===== src/rtl/xadc_pkg.sv =====
`default_nettype none
// ============================================================================
// Module   : xadc_pkg
// Brief    : Shared constants and DRP state type for the XADC DRP responder.
// Revision : 1.0 - initial release
// ============================================================================
package xadc_pkg;

    localparam logic [6:0] ADDR_VAUX6 = 7'h16;
    localparam logic [6:0] ADDR_VAUX7 = 7'h17;
    localparam logic [6:0] ADDR_CFG0  = 7'h40;
    localparam logic [6:0] ADDR_CFG1  = 7'h41;
    localparam logic [6:0] ADDR_CFG2  = 7'h42;

    localparam logic [4:0] CH_VAUX6 = 5'd22;
    localparam logic [4:0] CH_VAUX7 = 5'd23;

    typedef enum logic [1:0] {
        D_IDLE = 2'd0,
        D_WAIT = 2'd1,
        D_RESP = 2'd2
    } drp_state_t;

endpackage
`default_nettype wire


===== src/rtl/xadc_drp_responder_conv_seq.sv =====
`default_nettype none
// ============================================================================
// Module   : xadc_conv_seq
// Brief    : Free-running conversion sequencer alternating VAUX6/VAUX7.
// Revision : 1.0 - initial release
// ============================================================================
module xadc_conv_seq
    import xadc_pkg::*;
#(
    parameter int CONV_CYCLES = 26
) (
    input  logic       i_clk,
    input  logic       i_rst_n,
    output logic       o_eoc,
    output logic       o_eos,
    output logic [4:0] o_channel,
    output logic       o_busy,
    output logic       o_wr_aux6,
    output logic       o_wr_aux7
);

    localparam int             CW       = (CONV_CYCLES > 2) ? $clog2(CONV_CYCLES) : 1;
    localparam logic [CW-1:0]  CNT_LAST = CW'(CONV_CYCLES - 1);

    logic [CW-1:0] cnt_q, cnt_d;
    logic          ch7_q, ch7_d;
    logic          eoc_q, eoc_d;
    logic          eos_q, eos_d;
    logic [4:0]    channel_q, channel_d;
    logic          busy_q, busy_d;
    logic          w_term;

    assign w_term = (cnt_q == CNT_LAST);

    // Result strobes fire on the terminal count so the result lands with EOC.
    assign o_wr_aux6 = w_term & ~ch7_q;
    assign o_wr_aux7 = w_term &  ch7_q;

    always_comb begin
        cnt_d     = w_term ? '0 : cnt_q + CW'(1);
        ch7_d     = ch7_q ^ w_term;
        eoc_d     = w_term;
        eos_d     = w_term & ch7_q;
        channel_d = w_term ? (ch7_q ? CH_VAUX7 : CH_VAUX6) : channel_q;
        busy_d    = ~w_term;
    end

    always_ff @(posedge i_clk or negedge i_rst_n) begin
        if (!i_rst_n) begin
            cnt_q     <= '0;
            ch7_q     <= 1'b0;
            eoc_q     <= 1'b0;
            eos_q     <= 1'b0;
            channel_q <= 5'd0;
            busy_q    <= 1'b0;
        end else begin
            cnt_q     <= cnt_d;
            ch7_q     <= ch7_d;
            eoc_q     <= eoc_d;
            eos_q     <= eos_d;
            channel_q <= channel_d;
            busy_q    <= busy_d;
        end
    end

    assign o_eoc     = eoc_q;
    assign o_eos     = eos_q;
    assign o_channel = channel_q;
    assign o_busy    = busy_q;

endmodule
`default_nettype wire


===== src/rtl/xadc_drp_responder.sv =====
`default_nettype none
// ============================================================================
// Module   : xadc_drp_responder
// Brief    : XADC DRP slave emulation: register file, DRP FSM, sequencer.
// Revision : 1.0 - initial release
// ============================================================================
module xadc_drp_responder
    import xadc_pkg::*;
#(
    parameter int CONV_CYCLES  = 26,
    parameter int DRDY_LATENCY = 4
) (
    input  logic        i_clk,
    input  logic        i_rst_n,
    input  logic        i_den,
    input  logic        i_dwe,
    input  logic [6:0]  i_daddr,
    input  logic [15:0] i_di,
    output logic        o_drdy,
    output logic [15:0] o_do,
    output logic        o_eoc,
    output logic        o_eos,
    output logic [4:0]  o_channel,
    output logic        o_busy,
    output logic        o_err,
    input  logic [11:0] i_aux6_val,
    input  logic [11:0] i_aux7_val
);

    localparam int LW = (DRDY_LATENCY > 1) ? $clog2(DRDY_LATENCY + 1) : 1;

    drp_state_t    state_q, state_d;
    logic [LW-1:0] lat_q, lat_d;
    logic [6:0]    addr_q, addr_d;
    logic          dwe_q, dwe_d;
    logic [15:0]   di_q, di_d;
    logic          drdy_q, drdy_d;
    logic [15:0]   do_q, do_d;
    logic          err_q, err_d;
    logic [15:0]   res6_q, res6_d, res7_q, res7_d;
    logic [15:0]   cfg0_q, cfg0_d, cfg1_q, cfg1_d, cfg2_q, cfg2_d;
    logic [15:0]   w_rd_data;
    logic          w_wr_aux6, w_wr_aux7;

    xadc_conv_seq #(
        .CONV_CYCLES (CONV_CYCLES)
    ) u_seq (
        .i_clk     (i_clk),
        .i_rst_n   (i_rst_n),
        .o_eoc     (o_eoc),
        .o_eos     (o_eos),
        .o_channel (o_channel),
        .o_busy    (o_busy),
        .o_wr_aux6 (w_wr_aux6),
        .o_wr_aux7 (w_wr_aux7)
    );

    always_comb begin
        case (addr_q)
            ADDR_VAUX6: w_rd_data = res6_q;
            ADDR_VAUX7: w_rd_data = res7_q;
            ADDR_CFG0:  w_rd_data = cfg0_q;
            ADDR_CFG1:  w_rd_data = cfg1_q;
            ADDR_CFG2:  w_rd_data = cfg2_q;
            default:    w_rd_data = 16'h0000;
        endcase
    end

    always_comb begin
        state_d = state_q;
        lat_d   = lat_q;
        addr_d  = addr_q;
        dwe_d   = dwe_q;
        di_d    = di_q;
        drdy_d  = 1'b0;
        do_d    = do_q;
        cfg0_d  = cfg0_q;
        cfg1_d  = cfg1_q;
        cfg2_d  = cfg2_q;
        // Any strobe outside D_IDLE (the response cycle included) is dropped.
        err_d   = err_q | (i_den & (state_q != D_IDLE));
        res6_d  = w_wr_aux6 ? {i_aux6_val, 4'b0000} : res6_q;
        res7_d  = w_wr_aux7 ? {i_aux7_val, 4'b0000} : res7_q;

        case (state_q)
            D_IDLE: begin
                if (i_den) begin
                    addr_d = i_daddr;
                    dwe_d  = i_dwe;
                    di_d   = i_di;
                    if (DRDY_LATENCY == 1) begin
                        state_d = D_RESP;
                    end else begin
                        state_d = D_WAIT;
                        lat_d   = LW'(DRDY_LATENCY - 1);
                    end
                end
            end
            D_WAIT: begin
                lat_d = lat_q - LW'(1);
                if (lat_q == LW'(1)) begin
                    state_d = D_RESP;
                end
            end
            D_RESP: begin
                drdy_d  = 1'b1;
                state_d = D_IDLE;
                if (!dwe_q) begin
                    do_d = w_rd_data;
                end else begin
                    case (addr_q)
                        ADDR_CFG0: cfg0_d = di_q;
                        ADDR_CFG1: cfg1_d = di_q;
                        ADDR_CFG2: cfg2_d = di_q;
                        default:   ;
                    endcase
                end
            end
            default: state_d = D_IDLE;
        endcase
    end

    always_ff @(posedge i_clk or negedge i_rst_n) begin
        if (!i_rst_n) begin
            state_q <= D_IDLE;
            lat_q   <= '0;
            addr_q  <= 7'd0;
            dwe_q   <= 1'b0;
            di_q    <= 16'd0;
            drdy_q  <= 1'b0;
            do_q    <= 16'd0;
            err_q   <= 1'b0;
            res6_q  <= 16'd0;
            res7_q  <= 16'd0;
            cfg0_q  <= 16'd0;
            cfg1_q  <= 16'd0;
            cfg2_q  <= 16'd0;
        end else begin
            state_q <= state_d;
            lat_q   <= lat_d;
            addr_q  <= addr_d;
            dwe_q   <= dwe_d;
            di_q    <= di_d;
            drdy_q  <= drdy_d;
            do_q    <= do_d;
            err_q   <= err_d;
            res6_q  <= res6_d;
            res7_q  <= res7_d;
            cfg0_q  <= cfg0_d;
            cfg1_q  <= cfg1_d;
            cfg2_q  <= cfg2_d;
        end
    end

    assign o_drdy = drdy_q;
    assign o_do   = do_q;
    assign o_err  = err_q;

endmodule
`default_nettype wire


===== config.mk =====
export PLATFORM = sky130hd
export DESIGN_NAME = xadc_drp_responder
export DESIGN_NICKNAME = d
export VERILOG_FILES = /design/src/rtl/xadc_pkg.sv /design/src/rtl/xadc_drp_responder_conv_seq.sv /design/src/rtl/xadc_drp_responder.sv
export SDC_FILE = /design/constraint.sdc
export NUM_CORES = 1
export LEC_CHECK = 0
export BUFFER_PORTS_ARGS = -buffer_cell sky130_fd_sc_hd__buf_2
export CAP_MARGIN = 20
export CELL_PAD_IN_SITES_DETAIL_PLACEMENT = 0
export CELL_PAD_IN_SITES_GLOBAL_PLACEMENT = 1
export CORE_UTILIZATION = 51
export DETAILED_ROUTE_END_ITERATION = 16
export PLACE_DENSITY = 0.95
export SETUP_SLACK_MARGIN = 0.5
export SYNTH_ARGS = -nofsm -noshare
export SYNTH_HDL_FRONTEND = slang
export SYNTH_SLANG_ARGS = --single-unit

===== constraint.sdc =====
create_clock -name i_clk -period 6.3 [get_ports i_clk]
set_clock_uncertainty 0.05 [all_clocks]
set_input_delay 0.945 -clock i_clk [delete_from_list [all_inputs] [get_ports i_clk]]
set_output_delay 0.945 -clock i_clk [all_outputs]
set_load 0.02 [all_outputs]

==> summary.md <==
| Metric | Value |
|---|---|
| Status | `finished, final reports clean` |
| Syn-to-layout area delta | `18.2%` |
| Post-synth top area share | `0.579` |
| Clock Latency Late Sink | `0.53 ns` |
| Top cell type by total area after synthesis | `dfrtp_1` |
| Worst setup EP type | `flip-flop` |
| Final Setup Violations | `0` |
| Die span in y | `107 um` |
| Synth Flop Type | `dfrtp_1` |
| Critical Path, Cell by Cell | `or4b_4 > nor2_1 > nand4_1 > mux2_2` |
| Post-synth top cells | `dfrtp_1, mux2_2, nor2_1, mux2_4, mux2i_1` |
| DR pass1 iterations | `6` |
| Critical-path maximum fanout | `16` |
| Critical Path AT | `3.59 ns` |
| Flops & latches, synth | `130` |
| DRC viols | `0` |
| Period utilisation layout | `0.512` |
| Clock sink count | `130` |
| Fmax | `310 MHz` |
| Synthesized cell area | `5620 sq um` |
| Leak | `3.28 nW` |
| Met2 usage | `0.339` |
| Met1 usage | `0.266` |
| Synth warn | `0` |
| Worst IR Drop VDD | `170 uV` |
| Average wire per standard cell | `17.5 um` |
| TritonCTS clock tree | `built` |
| Fraction of synthesis flops using an asynchronous set or reset pin | `1.00` |
| Min-Delay Path Class | `in -> async` |
| Synth Instances | `404` |
| Routed WL | `10.9 mm` |
| Post-CTS Hold Fix Bufs | `0` |
| Fin. max-slew vios | `0` |
| Largest net degree at the start of global routing | `83` |
| Transition time of the tightest slew-check pin | `1.01 ns` |
| Initial antenna violation count | `0` |
| Crit path kind | `reg -> reg` |
| Syn Nets | `461` |
| Busiest grt layer | `met2` |
| Cell Area, Placed | `6040 sq um` |
| Area contributors post-synth | `dfrtp_1, mux2_2, mux2_4` |
| CP Launch Type | `flip-flop` |
| Most frequent cell after synthesis | `dfrtp_1` |
| Max-Cap Viols | `0` |
| DIE AREA | `11,400 sq um` |
| # diodes | `0` |
| Number of synthesized flops with an enable pin | `0` |
| Placed cell count | `593` |
| Initial Util | `0.534` |
| Flop pwr share | `0.444` |
| RSZ-0062 raised after global routing | `false` |
| FILL cells | `792` |
| Worst EP required | `6.66 ns` |
| Vias per cell | `5.49` |
| Final std cells w/o fill | `625` |
| Minimum clock period | `3.23 ns` |
| CTS buffer count | `17` |
| Clock slew at reported path FFs | `0.06 ns` |
| Via count | `3,431` |
| DRT iter0 DRCs | `163` |
| GRT Overall Usage | `0.210` |
| Net Sw Frac | `0.294` |
| Grt total ovfl | `0` |
| Count of cell types in the netlist | `35` |
| Mean post-synth cell area | `13.9 sq um` |
| Comb pwr share | `0.201` |
| H-tree depth | `4` |
| Root buf cell | `clkbuf_8` |
| Fin. Hold Viols | `0` |
| Clock network power share | `0.355` |
| Clock Path Buffers | `2` |
| Fin area | `6640 sq um` |
| Vias in the first global route | `3,542` |
| Pwr Density | `382 nW/um^2` |
| Share of cells above drive strength 1 | `0.446` |
| Slowest stage delay, CP | `0.92 ns` |
| Rel. slew slack | `0.328` |
| Met3 global-route usage | `0.0565` |
| Buffers on Ports | `75` |
| Core area | `10,500 sq um` |
| Crit-path slowest cell | `nand4_1` |
| Post-CTS setup buffers | `0` |
| CP startpoint | `addr_q[5]` |
| IO Pins | `77` |
| Internal Power | `1.79 mW` |
| Nets@finish | `536` |
| Die width | `107 um` |
| First-pass GRT wire length | `17.8 mm` |
| RR Startpoint | `addr_q[5]` |
| Detailed placement HPWL | `7.23 mm` |
| P_sw | `0.744 mW` |
| Routability congestion estimate | `0.726` |
| Post-CTS Resized | `0` |
| # rows | `37` |
| Antenna-violating nets left | `0` |
| Setup TNS | `0 ns` |
| Sequential area share after synthesis | `0.579` |
==> layout by cell type, fill, tap and decap left out, types with 3 or more instances in the layout <==
master | synthesis | final
a21oi_1 | 3 | 3
a221oi_1 | 12 | 12
buf_2 | 0 | 75
buf_4 | 3 | 5
clkbuf_16 | 0 | 16
clkbuf_8 | 0 | 6
clkinv_2 | 0 | 3
dfrtp_1 | 130 | 130
ha_1 | 6 | 6
inv_1 | 10 | 10
mux2_2 | 87 | 87
mux2_4 | 20 | 20
mux2i_1 | 18 | 18
nand2_1 | 10 | 10
nand2b_1 | 3 | 3
nand3_1 | 3 | 3
nor2_1 | 32 | 32
o21ai_0 | 10 | 10
o2bb2ai_1 | 13 | 13
o31ai_1 | 3 | 3
==> cell type report <==
| type | instances | area [sq um] | share of cell area |
|---|---|---|---|
| Sequential cell | 130 | 3250 | 0.490 |
| Multi-Input combinational cell | 238 | 2170 | 0.327 |
| Clock buffer | 24 | 490 | 0.0739 |
| Timing Repair Buffer | 82 | 468 | 0.0705 |
| Tap cell | 136 | 170 | 0.0256 |
| Clock inverter | 5 | 52.6 | 0.00791 |
| Inverter | 10 | 37.5 | 0.00565 |
==> final timing paths <==
check                      cells past startpoint         end  slack [ns]
setup reg to reg                               4  cfg2_q[12]        3.07
min in group i_clk                             1       o_err        0.42
max in group asynchronous                      3  state_q[1]        4.77
hold reg to reg                                1       o_err        0.42
setup / recovery                               4  cfg2_q[12]        3.07
hold / removal                                 1   res6_q[8]        0.20
==> worst max-delay path: cells and delay by family (launching register included) <==
family,cells,cell delay [ns]
multiplexers,1,0.58
flip-flops,1,0.39
AND/OR/NAND/NOR,3,2.08
==> stage by stage <==
step	worst slack (ns)	utilization	hold WS, ns	power, mW
after floorplan	3.93	-	0.411	1.45
after global placement	3.19	0.575	0.397	1.61
after detailed placement	3.05	0.575	0.405	1.64
after CTS	3.05	0.626	0.423	2.54
after global routing	2.80	0.632	0.193	2.65
final	3.07	0.632	0.197	2.53
==> cell families (layout without fill, tap and decap cells) <==
| kind of cell | after synthesis | count (layout) | synth area share |
|---|---|---|---|
| compound gates | 44 | 44 | 0.0588 |
| xor+xnor | 1 | 1 | 0.00156 |
| fa+ha+maj | 6 | 6 | 0.0134 |
| buf+inv | 36 | 121 | 0.0345 |
| flops | 130 | 130 | 0.579 |
| mux | 125 | 125 | 0.260 |
| other cells | 1 | 1 | 0.000668 |
| simple gates | 61 | 61 | 0.0519 |
==> power by group through the flow <==
stage | combinational (mW) | sequential [mW] | clock [mW]
6_report | 0.508 | 1.13 | 0.899
5_1_grt | 0.557 | 1.15 | 0.945
4_1_cts | 0.502 | 1.13 | 0.911
3_5_place_dp | 0.499 | 1.14 | 0
3_3_place_gp | 0.482 | 1.13 | 0
2_1_floorplan | 0.331 | 1.12 | 0
==> metal layers <==
layer / vias up / share of wire / wire (um)
met3: 21 / 0.051 / 551
met4: 0 / 0.018 / 191
met5: - / 0 / 0
met2: 81 / 0.49 / 5310
met1: 1741 / 0.44 / 4850
li1: 1588 / - / -
==> registers in the layout, indices dropped and copies added (netlist names) <==
name	cells
cfg0_q	16
cfg1_q	16
cfg2_q	16
di_q	16
o_do	16
res6_q	12
res7_q	12
addr_q	7
u_seq.cnt_q	5
lat_q	3
state_q	2
u_seq.o_channel	2
dwe_q	1
o_drdy	1
o_err	1
u_seq.ch7_q	1
u_seq.o_busy	1
u_seq.o_eoc	1
u_seq.o_eos	1
No activity file was read; power rests on OpenSTA's default activity.
